[src/rtl/ks_adder_pipe_pkg.sv]
// Shared constants and elaboration-time helpers for the pipelined Kogge-Stone adder.
package ks_pkg;

    localparam logic OP_ADD = 1'b0;
    localparam logic OP_SUB = 1'b1;

    // Smallest r with 2**r >= value (value >= 1).
    function automatic int clog2(input int value);
        int r;
        r = 0;
        while ((32'sd1 <<< r) < value) begin
            r = r + 32'sd1;
        end
        return r;
    endfunction

    function automatic int ceil_div(input int num, input int den);
        return (num + den - 32'sd1) / den;
    endfunction

endpackage

[src/rtl/ks_adder_pipe_black_cell.sv]
// Kogge-Stone black cell: merges a high group (P_hi, G_hi) with the adjacent lower group.
module ks_black_cell (
    input  logic P_hi,
    input  logic G_hi,
    input  logic P_lo,
    input  logic G_lo,
    output logic P,
    output logic G
);

    assign P = P_hi & P_lo;
    assign G = G_hi | (P_hi & G_lo);

endmodule

[src/rtl/ks_adder_pipe.sv]
// Pipelined Kogge-Stone adder/subtractor with valid/ready handshake, global stall,
// sideband tag and carry/overflow/zero flags.
module ks_adder_pipe
    import ks_pkg::*;
#(
    parameter int N          = 32,
    parameter int PIPE_EVERY = 2,
    parameter int TAG_W      = 4
) (
    input  logic             clk,
    input  logic             rst_n,
    input  logic             in_valid,
    output logic             in_ready,
    input  logic [N-1:0]     a,
    input  logic [N-1:0]     b,
    input  logic             cin,
    input  logic             sub,
    input  logic [TAG_W-1:0] tag_in,
    output logic             out_valid,
    input  logic             out_ready,
    output logic [N-1:0]     sum,
    output logic             cout,
    output logic             ovf,
    output logic             zero,
    output logic [TAG_W-1:0] tag_out
);

    localparam int LOG2N = clog2(N);
    localparam int G     = ceil_div(LOG2N, PIPE_EVERY);

    // Index 0 is the input register; index s holds the prefix groups after stage s.
    logic [N-1:0]     r_grp_p [0:G];
    logic [N-1:0]     r_grp_g [0:G];
    logic [N-1:0]     r_bit_p [0:G];
    logic             r_c0    [0:G];
    logic             r_a_msb [0:G];
    logic             r_vld   [0:G];
    logic [TAG_W-1:0] r_tag   [0:G];

    logic [N-1:0]     w_stage_p [1:G];
    logic [N-1:0]     w_stage_g [1:G];

    logic             r_out_valid;
    logic [N-1:0]     r_sum;
    logic             r_cout;
    logic             r_ovf;
    logic             r_zero;
    logic [TAG_W-1:0] r_tag_out;

    logic             w_stall;
    logic             w_accept;
    logic [N-1:0]     w_b_eff;
    logic             w_c0;
    logic [N:0]       w_carry;
    logic [N-1:0]     w_sum;
    logic             w_ovf;
    logic             w_zero;

    assign w_stall  = r_out_valid && !out_ready;
    assign in_ready = !w_stall;
    assign w_accept = in_valid && !w_stall;
    assign w_b_eff  = (sub == OP_SUB) ? ~b : b;
    assign w_c0     = (sub == OP_SUB) ? 1'b1 : cin;

    // Level k merges groups at distance 2**(k-1); the first level of each stage reads the previous stage register.
    for (genvar k = 1; k <= LOG2N; k++) begin : g_lvl
        localparam int S = (k - 1) / PIPE_EVERY + 1;
        localparam int D = 1 << (k - 1);
        logic [N-1:0] w_src_p;
        logic [N-1:0] w_src_g;
        logic [N-1:0] w_lvl_p;
        logic [N-1:0] w_lvl_g;

        if (((k - 1) % PIPE_EVERY) == 0) begin : g_from_reg
            assign w_src_p = r_grp_p[S-1];
            assign w_src_g = r_grp_g[S-1];
        end else begin : g_from_lvl
            assign w_src_p = g_lvl[k-1].w_lvl_p;
            assign w_src_g = g_lvl[k-1].w_lvl_g;
        end

        for (genvar i = 0; i < N; i++) begin : g_bit
            if (i < D) begin : g_pass
                assign w_lvl_p[i] = w_src_p[i];
                assign w_lvl_g[i] = w_src_g[i];
            end else begin : g_black
                ks_black_cell u_cell (
                    .P_hi (w_src_p[i]),
                    .G_hi (w_src_g[i]),
                    .P_lo (w_src_p[i-D]),
                    .G_lo (w_src_g[i-D]),
                    .P    (w_lvl_p[i]),
                    .G    (w_lvl_g[i])
                );
            end
        end
    end

    for (genvar s = 1; s <= G; s++) begin : g_stg
        localparam int LK = ((s * PIPE_EVERY) < LOG2N) ? (s * PIPE_EVERY) : LOG2N;
        assign w_stage_p[s] = g_lvl[LK].w_lvl_p;
        assign w_stage_g[s] = g_lvl[LK].w_lvl_g;
    end

    // Input register plus prefix stage registers; everything freezes while stalled.
    always_ff @(posedge clk or negedge rst_n) begin
        if (!rst_n) begin
            for (int s = 0; s <= G; s++) begin
                r_grp_p[s] <= {N{1'b0}};
                r_grp_g[s] <= {N{1'b0}};
                r_bit_p[s] <= {N{1'b0}};
                r_c0[s]    <= 1'b0;
                r_a_msb[s] <= 1'b0;
                r_vld[s]   <= 1'b0;
                r_tag[s]   <= {TAG_W{1'b0}};
            end
        end else if (!w_stall) begin
            r_vld[0] <= in_valid;
            if (w_accept) begin
                r_grp_p[0] <= a ^ w_b_eff;
                r_grp_g[0] <= a & w_b_eff;
                r_bit_p[0] <= a ^ w_b_eff;
                r_c0[0]    <= w_c0;
                r_a_msb[0] <= a[N-1];
                r_tag[0]   <= tag_in;
            end
            for (int s = 1; s <= G; s++) begin
                r_grp_p[s] <= w_stage_p[s];
                r_grp_g[s] <= w_stage_g[s];
                r_bit_p[s] <= r_bit_p[s-1];
                r_c0[s]    <= r_c0[s-1];
                r_a_msb[s] <= r_a_msb[s-1];
                r_vld[s]   <= r_vld[s-1];
                r_tag[s]   <= r_tag[s-1];
            end
        end
    end

    // Carries from the completed prefix groups, then sum and status flags.
    always_comb begin
        w_carry    = {(N+1){1'b0}};
        w_carry[0] = r_c0[G];
        for (int i = 0; i < N; i++) begin
            w_carry[i+1] = r_grp_g[G][i] | (r_grp_p[G][i] & r_c0[G]);
        end
        w_sum  = r_bit_p[G] ^ w_carry[N-1:0];
        // Equal operand MSBs show up as a zero bitwise propagate bit.
        w_ovf  = !r_bit_p[G][N-1] && (w_sum[N-1] != r_a_msb[G]);
        w_zero = (w_sum == {N{1'b0}});
    end

    // Output register; data only loads with a valid result so it stays put between results.
    always_ff @(posedge clk or negedge rst_n) begin
        if (!rst_n) begin
            r_out_valid <= 1'b0;
            r_sum       <= {N{1'b0}};
            r_cout      <= 1'b0;
            r_ovf       <= 1'b0;
            r_zero      <= 1'b0;
            r_tag_out   <= {TAG_W{1'b0}};
        end else if (!w_stall) begin
            r_out_valid <= r_vld[G];
            if (r_vld[G]) begin
                r_sum     <= w_sum;
                r_cout    <= w_carry[N];
                r_ovf     <= w_ovf;
                r_zero    <= w_zero;
                r_tag_out <= r_tag[G];
            end
        end
    end

    assign out_valid = r_out_valid;
    assign sum       = r_sum;
    assign cout      = r_cout;
    assign ovf       = r_ovf;
    assign zero      = r_zero;
    assign tag_out   = r_tag_out;

endmodule

[config.mk]
export PLATFORM = sky130hd
export DESIGN_NAME = ks_adder_pipe
export DESIGN_NICKNAME = d
export VERILOG_FILES = /design/src/rtl/ks_adder_pipe_pkg.sv /design/src/rtl/ks_adder_pipe_black_cell.sv /design/src/rtl/ks_adder_pipe.sv
export SDC_FILE = /design/constraint.sdc
export NUM_CORES = 1
export LEC_CHECK = 0
export BUFFER_PORTS_ARGS = -buffer_cell sky130_fd_sc_hd__buf_2
export CAP_MARGIN = 10
export CORE_UTILIZATION = 50
export CTS_CLUSTER_SIZE = 30
export DETAILED_ROUTE_END_ITERATION = 12
export PLACE_DENSITY_LB_ADDON = 0.25
export SLEW_MARGIN = 25
export SYNTH_ARGS = -nofsm -noshare
export SYNTH_HDL_FRONTEND = slang
export SYNTH_SLANG_ARGS = --single-unit
[constraint.sdc]
create_clock -name clk -period 1.88 [get_ports clk]
set_clock_uncertainty 0.2 [all_clocks]
set_input_delay 0.564 -clock clk [delete_from_list [all_inputs] [get_ports clk]]
set_output_delay 0.564 -clock clk [all_outputs]
set_load 0.05 [all_outputs]
# ---- After elaboration in Yosys (flattened, before gate mapping)
# Cells that the tools add are included.
dict set report totals {
  word_cells 501
  output_inout_bits 41
  input_bits 74
  register_bits 420
}
dict set report op_classes {
  bitwise_logic 456
  reduce_logical 9
  eq_ne 1
  muxes 2
}
# operator count
set ops {}
lappend ops {{AND 1 bit} 290}
lappend ops {{OR 1 bit} 161}
lappend ops {{XOR 32 bit} 2}
lappend ops {{AND 32 bit} 1}
lappend ops {{logical NOT 32 bit} 1}
lappend ops {{2-to-1 mux 32 bit} 1}
lappend ops {{inverter 32 bit} 1}
lappend ops {{AND reduction 2 bit} 2}
lappend ops {{logical AND 1 bit} 3}
lappend ops {{logical NOT 1 bit} 3}
lappend ops {{2-to-1 mux 1 bit} 1}
lappend ops {{!= test 1 bit} 1}
lappend ops {{inverter 1 bit} 1}

# ---- Depth between registers and ports, before layout
# Gate-level depths: netlist (run 1).
dict set report depth {
  word_depth 5
  ltp_mapped 7
  mapped_depth_nobuf 6
}

# ---- Hierarchy
# From an unflattened synthesis (run 1), not the netlist that was laid out.
dict set report hier_totals {
  hier_cells 1974
  area_unflattened_um2 18428.9
}
# mod area_each_um2 n_inst seq_area_each_um2 cells_per_inst
set by_module_without_submodules {}
lappend by_module_without_submodules {ks_adder_pipe 16653.5 1 10435.0 1716}
lappend by_module_without_submodules {ks_black_cell 13.8 129 0.0 2}

# ---- Least setup slack after synthesis (run 1)
# OpenSTA, ideal clock, no wires.
dict set report synth_path {
  kind {register to output}
  from {register r_out_valid, in the netlist out_valid}
  to {output port in_ready}
  slack_ns -0.637
  path_stages_with_launch 6
  t_arrival_ns 1.753
  n_path_buf 3
  required_time_ns 1.116
  cell_sequence {dfrtp_1 > nor2b_1 > inv_2 > buf_4 > buf_2 > buf_1}
}
dict set report synth_between {
  elab_chain_len 2
}
# item line
set synth_lines {}
lappend synth_lines {{start, declared} ks_adder_pipe.sv:43} ;# logic r_out_valid;
lappend synth_lines {{start signal, assigned} ks_adder_pipe.sv:162} ;# r_out_valid <= r_vld[G];
lappend synth_lines {{logical AND 1 bit} ks_adder_pipe.sv:59} ;# assign w_stall = r_out_valid && !out_ready;
lappend synth_lines {{logical NOT 1 bit} --}
lappend synth_lines {{end, declared} ks_adder_pipe.sv:13} ;# output logic in_ready,
# No other way between the ends.

# ---- Worst setup path after layout (run 1)
dict set report layout_path {
  from {register r_c0[0] in the netlist's numbering}
  to {register r_zero, in the netlist zero}
}
dict set report layout_between {
  elab_chain_len 4
  word_cells_on_any_way 64
  classes_between {bitwise (63); reduce/logical (1)}
}
# item line
set layout_lines {}
lappend layout_lines {{start, declared} ks_adder_pipe.sv:35} ;# logic r_c0 [0:G];
lappend layout_lines {{start signal, assigned by index} ks_adder_pipe.sv:131} ;# r_c0[s] <= r_c0[s-1];
lappend layout_lines {{AND 1 bit} ks_adder_pipe.sv:144} ;# w_carry[i+1] = r_grp_g[G][i] | (r_grp_p[G][i] & r_c0[G]);
lappend layout_lines {{OR 1 bit} ks_adder_pipe.sv:144}
lappend layout_lines {{XOR 32 bit (*)} ks_adder_pipe.sv:146} ;# w_sum = r_bit_p[G] ^ w_carry[N-1:0];
lappend layout_lines {{logical NOT 32 bit (*)} ks_adder_pipe.sv:149} ;# w_zero = (w_sum == {N{1'b0}});
lappend layout_lines {{end signal, assigned} ks_adder_pipe.sv:167} ;# r_zero <= w_zero;
lappend layout_lines {{end, declared} ks_adder_pipe.sv:47} ;# logic r_zero;
# Every way passes the cells marked *; elsewhere a longest branch is shown, timed or not.
# A chain may end at the register's enable or synchronous reset.

==> results of run 1 <==
-- cells by family after synthesis --
group | count (synthesis) | share of synthesized area
simple gates | 714 | 0.1573
fa+ha+maj | 33 | 0.02333
mux | 103 | 0.06555
xor+xnor | 64 | 0.03168
buf+inv | 98 | 0.02440
flops | 417 | 0.5897
compound gates | 304 | 0.1080
-- cells in the final DEF, fill, tap and decap left out, types with 16 or more instances in the layout --
cell type,instances
nand2_1,615
o21ai_0,66
nand3_1,28
buf_6,39
xor2_1,35
ha_1,33
o31ai_1,17
nor2_1,38
clkbuf_1,16
xnor2_1,28
a21o_1,57
mux2_2,103
buf_2,73
buf_12,21
o21a_1,17
a21oi_1,101
clkbuf_16,46
buf_4,68
o211ai_1,17
dfrtp_1,416
-- power breakdown --
group          switching [uW]  leakage, uW  internal, uW
combinational            7430      0.00466          5660
sequential               3150      0.00521         12400
clock                    3330     0.000627          4630
-- area by class of cell --
class / instances / area (um2) / area share
sequential: 417 / 10440 / 0.4953
multi-input combinational: 1218 / 6877 / 0.3264
timing repair buffer: 207 / 1863 / 0.08843
clock buffer: 66 / 1232 / 0.05849
tap: 455 / 569.3 / 0.02702
clock inverter: 5 / 63.81 / 0.003029
inverter: 6 / 27.53 / 0.001306
-- worst max path at each step --
stage	start	endpoint	slack, ps	cells past startpoint
5_1_grt	r_c0[0]	zero	-240	7
4_1_cts	out_valid	in_ready	-180	3
6_report	r_c0[0]	zero	-170	7
2_1_floorplan	out_valid	sum[0]	-40	6
3_5_place_dp	out_ready	g_lvl[5].w_src_g[13]	-160	7
3_3_place_gp	r_c0[0]	zero	-140	7
-- sequential cells by signal, summed over array words and instances, names as in the netlist, 16 cells and up --
signal and cells:
r_grp_p 32, r_tag 16, g_lvl.w_src_g 96, g_lvl.w_src_p 64
r_grp_g 32, sum 32, r_bit_p 125
-- metrics by stage --
stage / cells / power [uW] / TNS [ps] / utilization
after floorplan: 1733 / 22810 / -1300 / -
after global placement: 2296 / 27510 / -13860 / 0.5579
after detailed placement: 2296 / 27940 / -16970 / 0.5579
after CTS: 2369 / 36400 / -307.9 / 0.6010
after global routing: 2374 / 38800 / -595.5 / 0.6069
final: 2374 / 36620 / -345.0 / 0.6069
-- per-layer routing --
layer / GRT usage / part of all wire / vias up
li1: - / - / 6113
met1: 0.3658 / 0.47 / 6262
met2: 0.3582 / 0.45 / 357
met3: 0.03837 / 0.058 / 71
met4: 0.07196 / 0.024 / 2
met5: 0 / 0.00030 / -
-- what timing repair did --
item / 4_1_cts / 5_1_grt
pin swaps: 0 / 0
buffers inserted: 1 / 2
gates resized for setup: 61 / 27
hold endpoints to repair: 24 / 0
cloned: 0 / 3
endpoints found under the setup margin: 42 / 85
hold buffers: 1 / 0
==> impl_metrics.yaml, run 1 <==
yosys:
  yosysTopAreaCell: "dfrtp_1"
  yosysUniqueCellTypes: 32
  synthTopCellsByCount: "nand2_1 (617), dfrtp_1 (417), mux2_2 (103), a21oi_1 (102), o21ai_0 (66)"
  yosysWarnings: 0
  ys.flop_type: "dfrtp_1"
  synth_top_area_frac: 0.5897
  syn_avg_cell_area_um2: 10.21
  synthTopCellsByArea: "dfrtp_1 (59%), nand2_1 (13%), mux2_2 (6.6%)"
  synth_nets: 1840
  synth.yosys.seq_area_share: 0.5897
  async_flop_share: 1.000
  synth_cells: 1733
  synth.most_common_cell: "nand2_1"
  synth_enable_flop_cells: 0
  synth_seq_cells: 417
  syn_area_mm2: 0.01769
cells_and_area:
  nFillCells: 2928
  drive_above_1_share: 0.1996
  n_antenna_cell: 0
  syn_to_final_growth_pct: 19.07
  nets: 2000
  final_area_mm2: 0.02107
sta:
  min_period_ps: 2055
  max_freq_ghz: 0.4867
  holdWs_ps: 51.30
  tightest_slew_ps: 561.4
  rsz0062_at_grt: "true"
  setup_viol: 3
  min_period_over_period: 1.093
  final_hold_viol_count: 0
  slew_headroom: 0.6231
  setup_slack_ps: -174.7
  maxSlewViolCount: 0
detailed_routing:
  vias: 12805
  wl_per_cell_um: 18.12
  post_drt_via_cell_ratio: 5.394
  drt_iter0_markers: 1021
  dr.pass1.iters: 5
  drcViolationCount: 0
  ant_nets: 0
  wl_mm: 43.01
place:
  postPlaceCellArea_mm2: 0.01937
  dp_hpwl_mm: 30.85
  gp_congestion: 0.8533
  portBuffers: 114
  pre_cts_slack_ps: -155.4
clocking:
  clockBufferDepth: 3
  cts_buffers: 43
  cts_tree: "done"
  clock-sinks: 417
  cts.clk_slew.worst_paths_ps: 60
  h-tree-depth: 2
  clock-root-buffer: "clkbuf_16"
  clk_latency_ps: 540
critical_path:
  start_kind: "flip-flop"
  path_cells: "buf_12, buf_4, a21oi_1, xnor2_1, nor3_1, nand4_1, o31ai_2"
  reg2reg_depth: 7
  path_class: "flip-flop to flip-flop"
  max_stage_delay_ps: 390
  worstPathRequired_ps: 2120
  r2r-start: "r_c0[0]"
  path_buf_inv: 2
  r2r_end: "zero"
  worstPathMaxFanout: 29
  cp_slowest_cell: "dfrtp_1"
  end_kind: "flip-flop"
  critical_path_arrival_ps: 2300
  regToRegSetupSlack_ps: -170
  cp_top_family: "compound AO/OA/AOI/OAI gates"
power_and_ir_drop:
  p_leak_uw: 0.01049
  p_per_area_mw_per_mm2: 1738
  ir_drop_uv: 1168
status:
  failed_checks: "negative setup slack"
  status: "finished, violations left"
floorplan:
  rows: 68
  core_mm2: 0.03471
  dieHeight_um: 190.1
  fp.dieArea_mm2: 0.03615
  io_pins: 115
  start_util: 0.5097
  die_w_um: 190.1
global_routing:
  antenna_found_initial: 1
  grt_pass1_wl_mm: 68.79
  grt_max_degree: 77
  grt_pass1_vias: 12321
  grt_remaining_overflow: 0
  grt_usage: 0.2420
run:
  maxCapViolCount: 0
min_path:
  min_to: "r_tag[12]"
  min_from: "tag_in[0]"
  hold_path_class: "input port to flip-flop"
  min_path_cells: 2
No activity file was read; power rests on OpenSTA's default activity.
==> inputs of run 2 (changes only) <==
--- a/config.mk
+++ b/config.mk
@@ -10,6 +10,7 @@
 export CORE_UTILIZATION = 50
 export CTS_CLUSTER_SIZE = 30
 export DETAILED_ROUTE_END_ITERATION = 12
+export GPL_TIMING_DRIVEN = 0
 export PLACE_DENSITY_LB_ADDON = 0.25
 export SLEW_MARGIN = 25
 export SYNTH_ARGS = -nofsm -noshare
==> run 2 against run 1 <==
  * Worst setup slack worse by 300 ps
  * Sequential share of layout area is 0.17 points higher
  * Count of clock-buffer cells in the layout is 9 higher
  * First-iteration DRC count is 5.8% higher
  * Non-clock buffer count increased by 13
  * Global-route usage increased by 3.6 points
  * The flow finishes with violations (negative hold slack, negative setup slack)
  * Critical path depth decreased by 1
==> impl_metrics.yaml, run 2 (synthesis gave the netlist of run 1 again) <==
global_routing:
  grt_pass1_wl_mm: 76.60
  grt_pass1_vias: 13243
  grt_usage: 0.2782
  grt_remaining_overflow: 0
  grt_max_degree: 92
  antenna_found_initial: 0
detailed_routing:
  drcViolationCount: 0
  wl_mm: 48.42
  post_drt_via_cell_ratio: 5.546
  vias: 13306
  wl_per_cell_um: 20.18
  dr.pass1.iters: 5
  ant_nets: 0
  drt_iter0_markers: 1080
floorplan:
  fp.dieArea_mm2: 0.03615
  die_w_um: 190.1
  core_mm2: 0.03471
  rows: 68
  io_pins: 115
  dieHeight_um: 190.1
  start_util: 0.5097
run:
  maxCapViolCount: 0
cells_and_area:
  nets: 2015
  regMostFlops: "r_bit_p"
  drive_above_1_share: 0.1944
  n_antenna_cell: 0
  syn_to_final_growth_pct: 18.67
  layout_common_cells: "nand2_1 (617), dfrtp_1 (415), mux2_2 (103)"
  largest_register_ffs: 125
  mostFrequentLayoutCell: "nand2_1"
power_and_ir_drop:
  p_per_area_mw_per_mm2: 1774
  clockPowerShare: 0.240
  combPwrFrac: 0.337
  pwr-share-seq: 0.423
  netSwitchingPower_uw: 14410
  ir_drop_uv: 1291
  p_leak_uw: 0.01047
  intPower_uw: 22830
  p_sw_frac: 0.3870
place:
  pre_cts_slack_ps: -812.6
  dp_hpwl_mm: 36.13
  portBuffers: 113
  gp_congestion: 0.9521
critical_path:
  start_kind: "flip-flop"
  end_kind: "primary output"
  worstPathMaxFanout: 4
  critical_path_arrival_ps: 1590
  path_class: "flip-flop to primary output"
  worstPathRequired_ps: 1120
sta:
  slew_headroom: 0.5367
  min_period_ps: 2355
  rsz0062_at_grt: "true"
  setup_slack_ps: -474.7
  tightest_slew_ps: 693.3
  final_hold_viol_count: 96
  min_period_over_period: 1.253
  tns_ps: -44060
  maxSlewViolCount: 0
  holdWs_ps: -382.7
  setup_viol: 203
  max_freq_ghz: 0.4247
clocking:
  cts_buffers: 45
  clock-sinks: 417
  clk_latency_ps: 540
  clock-root-buffer: "clkbuf_16"
  cts.clk_slew.worst_paths_ps: 60
  h-tree-depth: 2
  cts_tree: "done"
  clockBufferDepth: 3
min_path:
  hold_path_class: "input port to async pin"
status:
  failed_checks: "negative hold slack, negative setup slack"
  status: "finished, violations left"
==> run 2: power by group through the flow <==
| stage | combinational, uW | clock [uW] | sequential, uW |
|---|---|---|---|
| floorplan | 6950 | 0 | 15900 |
| global placement | 11400 | 0 | 15600 |
| detailed placement | 11700 | 0 | 15800 |
| CTS | 12300 | 9030 | 15700 |
| global route | 13700 | 9390 | 16200 |
| finish | 12600 | 8920 | 15800 |
==> run 2: layout make-up <==
| class | instances | area [um2] |
|---|---|---|
| fill | 3014 | 13720 |
| sequential | 417 | 10440 |
| multi-input combinational | 1218 | 6850 |
| clock buffer | 75 | 1391 |
| timing repair buffer | 129 | 1055 |
| tap | 455 | 569.3 |
| buffer | 91 | 553.0 |
| clock inverter | 8 | 118.9 |
| inverter | 6 | 22.52 |
==> run 2: what timing repair did <==
item                                    CTS  global route
endpoints found under the setup margin  433           318
resized for setup                        99            40
setup buffers                             5             6
endpoints found under the hold margin    96            96
==> run 2: worst paths after layout <==
check,to,depth (start not counted),slack (ps),from
min in group clk,r_tag[15],2,60,tag_in[3]
min,r_bit_p[112],1,-380,rst_n
min reg2reg,r_tag[10],2,260,r_tag[10]
max in group asynchronous,tag_out[3],4,370,rst_n
max reg2reg,r_grp_g[15],7,-340,out_valid
max,in_ready,6,-470,out_valid
==> run 2: critical path, stage by stage (launching register included) <==
cell	delay, ps
dfrtp_2	350
nor2b_4	150
inv_2	50
buf_8	120
buf_12	120
buf_12	120
buf_12	140
==> run 2: through the flow <==
stage / util / cell area [um2] / instances / power (uW)
final: 0.6049 / 21000 / 2399 / 37240
after global routing: 0.6049 / 21000 / 2399 / 39280
after CTS: 0.6007 / 20850 / 2393 / 37020
after detailed placement: 0.5484 / 19040 / 2306 / 27430
after global placement: 0.5442 / 18890 / 2301 / 27020
after floorplan: - / 17760 / 1733 / 22810
==> run 2: metal layers <==
layer / track usage / part of all wire
met5: 0 / 0
met4: 0.1203 / 0.042
met1: 0.3968 / 0.45
met2: 0.4288 / 0.45
met3: 0.03523 / 0.058
